`config.mk`:
```
export PLATFORM = sky130hd
export DESIGN_NAME = truth_table_scanner
export DESIGN_NICKNAME = d
export VERILOG_FILES = /design/src/rtl/truth_table_scanner_pkg.sv /design/src/rtl/tt_settle_counter.sv /design/src/rtl/truth_table_scanner.sv
export SDC_FILE = /design/constraint.sdc
export NUM_CORES = 1
export LEC_CHECK = 0
export CORE_ASPECT_RATIO = 0.6
export CORE_UTILIZATION = 40
export CTS_BUF_LIST = sky130_fd_sc_hd__clkbuf_8
export CTS_CLUSTER_DIAMETER = 40
export DETAILED_ROUTE_END_ITERATION = 7
export PLACE_DENSITY = 0.64
export SLEW_MARGIN = 25
export SYNTH_ARGS = -nofsm -noshare
export SYNTH_HDL_FRONTEND = slang
export SYNTH_HIERARCHICAL = 1
export SYNTH_SLANG_ARGS = --single-unit
export TNS_END_PERCENT = 10
```
`constraint.sdc`:
```
create_clock -name clk -period 3.7 [get_ports clk]
set_clock_uncertainty 0.2 [all_clocks]
set_input_delay 0.74 -clock clk [delete_from_list [all_inputs] [get_ports clk]]
set_output_delay 0.74 -clock clk [all_outputs]
set_load 0.05 [all_outputs]
```
`src/rtl/truth_table_scanner_pkg.sv`:
```
// Shared types and sizing constants for the truth-table scanner.
package truth_table_scanner_pkg;

  localparam int VEC_COUNT = 16;  // vectors per scan (4 inputs)
  localparam int IDX_W     = 4;   // vector index width
  localparam int CNT_W     = 5;   // mismatch counter width (holds 0..16)
  localparam int SETTLE_W  = 4;   // settle counter width (SETTLE_CYCLES <= 15)

  typedef enum logic [1:0] {
    ST_IDLE,
    ST_DRIVE,
    ST_SAMPLE,
    ST_DONE
  } state_e;

endpackage

```
`src/rtl/tt_settle_counter.sv`:
```
// Settle counter: holds each vector for SETTLE_CYCLES cycles before sampling.
module tt_settle_counter
  import truth_table_scanner_pkg::*;
#(
  parameter int unsigned SETTLE_CYCLES = 1
) (
  input  logic clk,
  input  logic rst_n,
  input  logic load_i,      // restart the count at zero
  input  logic en_i,        // count while the vector is settling
  output logic terminal_o   // last settle cycle of the current vector
);

  localparam logic [SETTLE_W-1:0] LAST = SETTLE_W'(SETTLE_CYCLES - 1);

  logic [SETTLE_W-1:0] cnt_q, cnt_d;

  assign terminal_o = (cnt_q == LAST);

  // Next count: load wins, otherwise advance until the terminal value.
  always_comb begin
    // NOTE: default every always_comb output first so no path leaves it unassigned (no latch).
    cnt_d = cnt_q;
    if (load_i) begin
      cnt_d = '0;
    end else if (en_i && !terminal_o) begin
      cnt_d = cnt_q + SETTLE_W'(1);
    end
  end

  // Count register.
  always_ff @(posedge clk or negedge rst_n) begin
    // NOTE: state registers use non-blocking assignments so all flops update together.
    if (!rst_n) begin
      cnt_q <= '0;
    end else begin
      cnt_q <= cnt_d;
    end
  end

endmodule

```
`src/rtl/truth_table_scanner.sv`:
```
// Drives all 16 input vectors of a 4-input function, captures its response
// and compares the captured truth table against a golden table.
module truth_table_scanner
  import truth_table_scanner_pkg::*;
#(
  parameter int unsigned SETTLE_CYCLES = 1
) (
  input  logic                 clk,
  input  logic                 rst_n,
  input  logic                 start,
  input  logic [VEC_COUNT-1:0] expected,
  output logic                 a,
  output logic                 b,
  output logic                 c,
  output logic                 d,
  input  logic                 s,
  output logic                 busy,
  output logic                 done,
  output logic [VEC_COUNT-1:0] table_out,
  output logic                 match,
  output logic [CNT_W-1:0]     mismatch_count,
  output logic [IDX_W-1:0]     first_fail
);

  localparam logic [IDX_W-1:0] LAST_IDX = IDX_W'(VEC_COUNT - 1);

  state_e               state_q, state_d;
  logic [IDX_W-1:0]     idx_q, idx_d;
  logic [VEC_COUNT-1:0] exp_q, exp_d;
  logic [VEC_COUNT-1:0] tbl_q, tbl_d;
  logic [CNT_W-1:0]     mm_q, mm_d;
  logic [IDX_W-1:0]     ff_q, ff_d;
  logic                 match_q, match_d;

  logic accept;
  logic settle_done;
  logic miss;

  assign accept = (state_q == ST_IDLE) && start;
  assign miss   = (s != exp_q[idx_q]);

  tt_settle_counter #(
    .SETTLE_CYCLES(SETTLE_CYCLES)
  ) u_settle (
    .clk        (clk),
    .rst_n      (rst_n),
    .load_i     (accept || (state_q == ST_SAMPLE)),
    .en_i       (state_q == ST_DRIVE),
    .terminal_o (settle_done)
  );

  // State register.
  always_ff @(posedge clk or negedge rst_n) begin
    if (!rst_n) begin
      state_q <= ST_IDLE;
    end else begin
      state_q <= state_d;
    end
  end

  // Next-state logic; start is only looked at in IDLE.
  always_comb begin
    state_d = state_q;
    unique case (state_q)
      ST_IDLE:   if (start) state_d = ST_DRIVE;
      ST_DRIVE:  if (settle_done) state_d = ST_SAMPLE;
      ST_SAMPLE: state_d = (idx_q == LAST_IDX) ? ST_DONE : ST_DRIVE;
      ST_DONE:   state_d = ST_IDLE;
      default:   state_d = ST_IDLE;
    endcase
  end

  // Moore outputs: the vector is visible only while a scan is active.
  always_comb begin
    busy         = (state_q == ST_DRIVE) || (state_q == ST_SAMPLE);
    done         = (state_q == ST_DONE);
    {a, b, c, d} = busy ? idx_q : '0;
  end

  // Result datapath: clear on accept, accumulate on every sample edge.
  always_comb begin
    idx_d   = idx_q;
    exp_d   = exp_q;
    tbl_d   = tbl_q;
    mm_d    = mm_q;
    ff_d    = ff_q;
    match_d = match_q;
    if (accept) begin
      idx_d   = '0;
      exp_d   = expected;
      tbl_d   = '0;
      mm_d    = '0;
      ff_d    = '0;
      match_d = 1'b0;
    end else if (state_q == ST_SAMPLE) begin
      tbl_d[idx_q] = s;
      if (miss) begin
        mm_d = mm_q + CNT_W'(1);
        // Only the first mismatch of the scan records its index.
        if (mm_q == '0) ff_d = idx_q;
      end
      if (idx_q == LAST_IDX) begin
        idx_d   = '0;
        match_d = (mm_d == '0);
      end else begin
        idx_d = idx_q + IDX_W'(1);
      end
    end
  end

  // Result and index registers.
  always_ff @(posedge clk or negedge rst_n) begin
    if (!rst_n) begin
      idx_q   <= '0;
      exp_q   <= '0;
      tbl_q   <= '0;
      mm_q    <= '0;
      ff_q    <= '0;
      match_q <= 1'b0;
    end else begin
      idx_q   <= idx_d;
      exp_q   <= exp_d;
      tbl_q   <= tbl_d;
      mm_q    <= mm_d;
      ff_q    <= ff_d;
      match_q <= match_d;
    end
  end

  assign table_out      = tbl_q;
  assign mismatch_count = mm_q;
  assign first_fail     = ff_q;
  assign match          = match_q;

endmodule

```
Yosys cells after proc, flatten, opt, wreduce, memory -nomap -nowiden
Cells that the tools add are included.
Widths: inputs -> output; s select.
{"block": "totals", "reg_bits": 52, "latchBits": 0, "ramBits": 0, "rom_bits": 0, "input_bits": 20, "out_inout_bits": 32, "word_cells": 67, "mem_count": 0}
{"block": "classes", "add_sub_neg": 3, "mul": 0, "div_mod_pow": 0, "n_lt_le_gt_ge": 2, "n_eq_ne": 7, "shift": 0, "n_mux": 29, "bitwise_logic": 0, "reduce_logical": 18}
{"cell": "$mux 4", "n": 10}
{"cell": "$mux 16", "n": 2}
{"cell": "$mux 5", "n": 5}
{"cell": "$bwmux 16", "n": 1}
{"cell": "$logic_not 5->1", "n": 2}
{"cell": "$reduce_bool 2->1", "n": 5}
{"cell": "$add 4x1->4 const B", "n": 2}
{"cell": "$pmux 2 s4", "n": 1}
{"cell": "$mux 2", "n": 3}
{"cell": "$add 5x1->5 const B", "n": 1}
{"cell": "$lt 4x5->1 const B", "n": 1}
{"cell": "$mux 1", "n": 5}
{"cell": "$bmux 1 s4", "n": 1}
{"cell": "$demux 1 s4", "n": 1}
{"cell": "$eq 2x2->1 const B", "n": 2}
{"cell": "$eq 4x4->1 const B", "n": 1}
{"cell": "$ge 4x1->1 const B", "n": 1}
{"cell": "$logic_not 4->1", "n": 1}
{"cell": "$ne 2x2->1 const B", "n": 2}
{"cell": "$reduce_and 2->1", "n": 2}
{"cell": "$logic_and 1x1->1", "n": 3}
{"cell": "$reduce_and 3->1", "n": 1}
{"cell": "$eq 2x1->1 const B", "n": 1}
{"cell": "$logic_not 2->1", "n": 1}
{"cell": "other kinds (3)", "n": 4}

Depth between registers and ports, before layout
{"block": "depth", "ltp_word": 10, "mapped_depth": 8}

Hierarchy
The synthesis kept the hierarchy.
{"mod": "truth_table_scanner", "n_inst": 1, "cells_per_inst": 269, "area_per_inst_um2": 2610.0, "seq_area_each_um2": 1201.2}
{"mod": "tt_settle_counter", "n_inst": 1, "cells_per_inst": 23, "area_per_inst_um2": 236.5, "seq_area_each_um2": 100.1}

Worst setup path before layout
OpenSTA, ideal clock, no wires.
{"block": "synth_timing", "kind": "flip-flop to output port", "startpoint": "register state_q[1]", "endpoint": "output a", "t_arrival_ps": 1550, "required_ps": 2760, "slack_ps": 1210, "path_stages_with_launch": 4, "path_cell_list": "dfrtp_1 > inv_1 > ha_1 > and2_1"}
{"block": "synth_between", "elab_chain_len": 3}
{"item": "start: declaration", "line": "truth_table_scanner.sv:27", "text": "state_e state_q, state_d;"}
{"item": "start signal: assignment", "line": "truth_table_scanner.sv:57", "text": "state_q <= state_d;"}
{"item": "$eq 2x1->1 / $eq 2x2->1 (equally long branches)", "line": "truth_table_scanner.sv:75", "text": "busy = (state_q == ST_DRIVE) || (state_q == ST_SAMPLE);"}
{"item": "$logic_or 1x1->1 (*)", "line": "truth_table_scanner.sv:75"}
{"item": "via busy", "line": "truth_table_scanner.sv:17", "text": "output logic busy,"}
{"item": "$mux 4 (*)", "line": "truth_table_scanner.sv:77", "text": "{a, b, c, d} = busy ? idx_q : '0;"}
{"item": "end: declaration", "line": "truth_table_scanner.sv:12", "text": "output logic a,"}
The timed path passes the listed nets; every way through them passes the cells marked *.

Worst setup path in the final report
{"block": "layout_timing", "startpoint": "register state_q[1]", "endpoint": "output c"}
{"block": "layout_between", "elab_chain_len": 3}
{"item": "$eq 2x1->1 / $eq 2x2->1 (equally long branches)", "line": "truth_table_scanner.sv:75"}
{"item": "$logic_or 1x1->1 (*)", "line": "truth_table_scanner.sv:75"}
{"item": "$mux 4 (*)", "line": "truth_table_scanner.sv:77"}
{"item": "end: declaration", "line": "truth_table_scanner.sv:14", "text": "output logic c,"}
Mark *: on every way between the ends. The rest lies on a longest branch, timed or not.

==> run metrics <==
Syn Inst Count=292; status=completed; WP data required=2.76 ns; worst path cell trace=inv_1, ha_1, and2_2, clkdlybuf4s50_1; WP buf/inv=2; top cell type's share of synthesized area=45.7%; largest area contributor in the netlist=dfrtp_1; Core Util, Final=51.4%; Pleak=1.68 nW; Top Layer Used=met4; Cell variety after synth=40; Crit path max-delay family=buffers and inverters; wire length per cell=14.6 um; Max Cap Viol=0; clock buffer depth=2; Diodes inserted=0; min-delay worst type=reg -> reg; Crit Path Max Fanout=5; EDFF count, synth=0; layout cells sized above 1=6.55%; Max Clk Rate=325 MHz; max-slew violations=0; Peak VDD IR=0.000301 V; DRT Pass-1 Iters=4; Post-layout nets=369; vias in the first global route=2044; clock-pin slew on the worst setup and hold paths=0.09 ns; Mapped Area=0.00285 mm^2; final setup vio count=0; slowest stage cell, crit path=clkdlybuf4s50_1; RePlAce Congestion=0.787; dpl hpwl=4460 um; met2 wire length=2490 um; RSZ-0062 raised after global routing=false; die area=0.00747 mm^2; CP endpoint kind=output pin; Synth area leaders=dfrtp_1 46%, mux2i_1 7.4%, nand2_1 7.4%, ha_1 5.7%, mux4_1 3.7%; postcts setup bufs=0; Syn Nets=325; Iteration-0 DRC Markers=103; CTS tree=built; htree depth=2; Seq/Total Area, Yosys=45.7%; global-route wire length before repair=10400 um; Hold Violations, Final=0; M1 WL=3240 um; synth-to-layout area growth=22.0%; Core Box Area=0.00676 mm^2; Power Dens Cells=708 mW/mm^2; CP arrival=2.13 ns; die span in y=67.3 um; port bufs=51; total track usage=17.9%; Post-CTS Resized=0; Worst path max stage delay=0.79 ns; DRC Markers=0; Detailed Route WL=6180 um; filler cell count in the final layout=638; largest net degree at the start of global routing=40; Worst Tran Pin Value=0.901 ns; Setup CP Type=reg -> out; Initial Utilization=42.1%; DR vias/cell=5.07; Final TNS setup=0 ns; std cell rows=23; met3 WL=401 um; Yosys reg bits=52; Main synth FF type=dfrtp_1; Root Driver=clkbuf_8; Syn. warnings=6; Num CTS Buffers=5; FFs w/ async S/R, synth=100%; Top-Level Pins=52; via total after detailed routing=2145; Skew-Pair Late Insertion Delay=0.30 ns; initial antenna violation count=0; fin crit period=3.07 ns; Period Utilization, post-route=83.1%; antenna-violating nets left=0; clk sink count=52; total gr overflow=0; Syn Area/Cell=9.75 um^2; CTS Hold Bufs=0; headroom to the max-slew limit=40.0%; die width=111 um; startpoint types=register
worst paths after layout:
path,start,to,slack (ns),depth (start not counted)
max in group asynchronous,rst_n,table_out[4],2.22,2
min in group asynchronous,rst_n,u_settle/cnt_q[0],0.35,1
max,state_q[1],c,0.63,4
min reg2reg,exp_q[12],exp_q[12],0.28,2
min,exp_q[12],exp_q[12],0.28,2
max reg2reg,idx_q[1],mismatch_count[3],0.88,6
layer usage:
| layer | vias to the layer above | global-route usage [%] |
|---|---|---|
| met2 | 55 | 24.5 |
| li1 | 1075 | - |
| met4 | 0 | 4.83 |
| met5 | - | 0 |
| met3 | 4 | 5.03 |
| met1 | 1011 | 27.1 |
power by group:
group	switching, mW	total (mW)	internal [mW]
Sequential	0.148	0.875	0.727
Combinational	0.811	1.27	0.463
Clock	0.182	0.308	0.126
layout make-up:
cell class                 instances  area, um^2  area share (%)
multi-input combinational        211        1410            40.6
inverter                          11        41.3            1.19
sequential                        52        1300            37.5
timing repair buffer              55         536            15.4
clock buffer                       5        68.8            1.98
clock inverter                     2        8.76           0.252
tap                               87         109            3.13
Yosys cell counts (all sizes together) (4+ instances only):
master / instances
a21oi: 12
buf: 5
dfrtp: 52
inv: 11
nand2: 56
nand3: 21
ha: 13
o21ai: 11
clkbuf: 13
mux2i: 24
and2: 6
xor2: 6
nand4: 7
mux4: 4
nor2: 25
stage by stage:
step,std cells,hold slack [ns],total power [mW],cell area [um^2],setup slack [ns]
2_1_floorplan,292,0.237,1.83,2850,1.21
3_3_place_gp,416,0.257,2.14,3400,0.901
3_5_place_dp,416,0.260,2.16,3400,0.851
4_1_cts,423,0.281,2.47,3470,0.597
5_1_grt,423,0.304,2.63,3470,0.524
6_report,423,0.276,2.46,3470,0.627
layout by cell type, fill, tap and decap left out, drive strengths merged, types with 2 or more instances in the layout:
cell type and instances:
nor2 25, dfrtp 52, nand2 56, inv 12
nand4 7, nor4 3, mux2i 24, or3 2
nand2b 3, o21ai 11, and2 6, xnor2 2
clkdlybuf4s50 50, nor2b 3, xor2 6, ha 13
clkbuf 5, buf 5, mux4 4, nand3 21
or4 3, a21oi 12
worst reg2reg max path: stages, from the launching register on:
cell	delay, ns
dfrtp_1	0.61
mux4_1	0.63
mux2i_2	0.27
mux2i_4	0.15
xnor2_2	0.24
or4_1	0.51
a21oi_1	0.15
cells by family after synthesis:
logic type | Yosys count | synth area share [%]
compound gates | 28 | 5.63
xor+xnor | 8 | 2.99
fa+ha+maj | 13 | 5.71
buf+inv | 29 | 4.79
flops | 52 | 45.7
mux | 29 | 13.4
simple gates | 133 | 21.8
sequential cells by signal, indices dropped and copies added, names as in the netlist:
| signal | cells |
|---|---|
| state_q | 2 |
| exp_q | 16 |
| table_out | 16 |
| first_fail | 4 |
| idx_q | 4 |
| mismatch_count | 5 |
| match | 1 |
| u_settle/cnt_q | 4 |
Power figures use the tool's default switching activity.
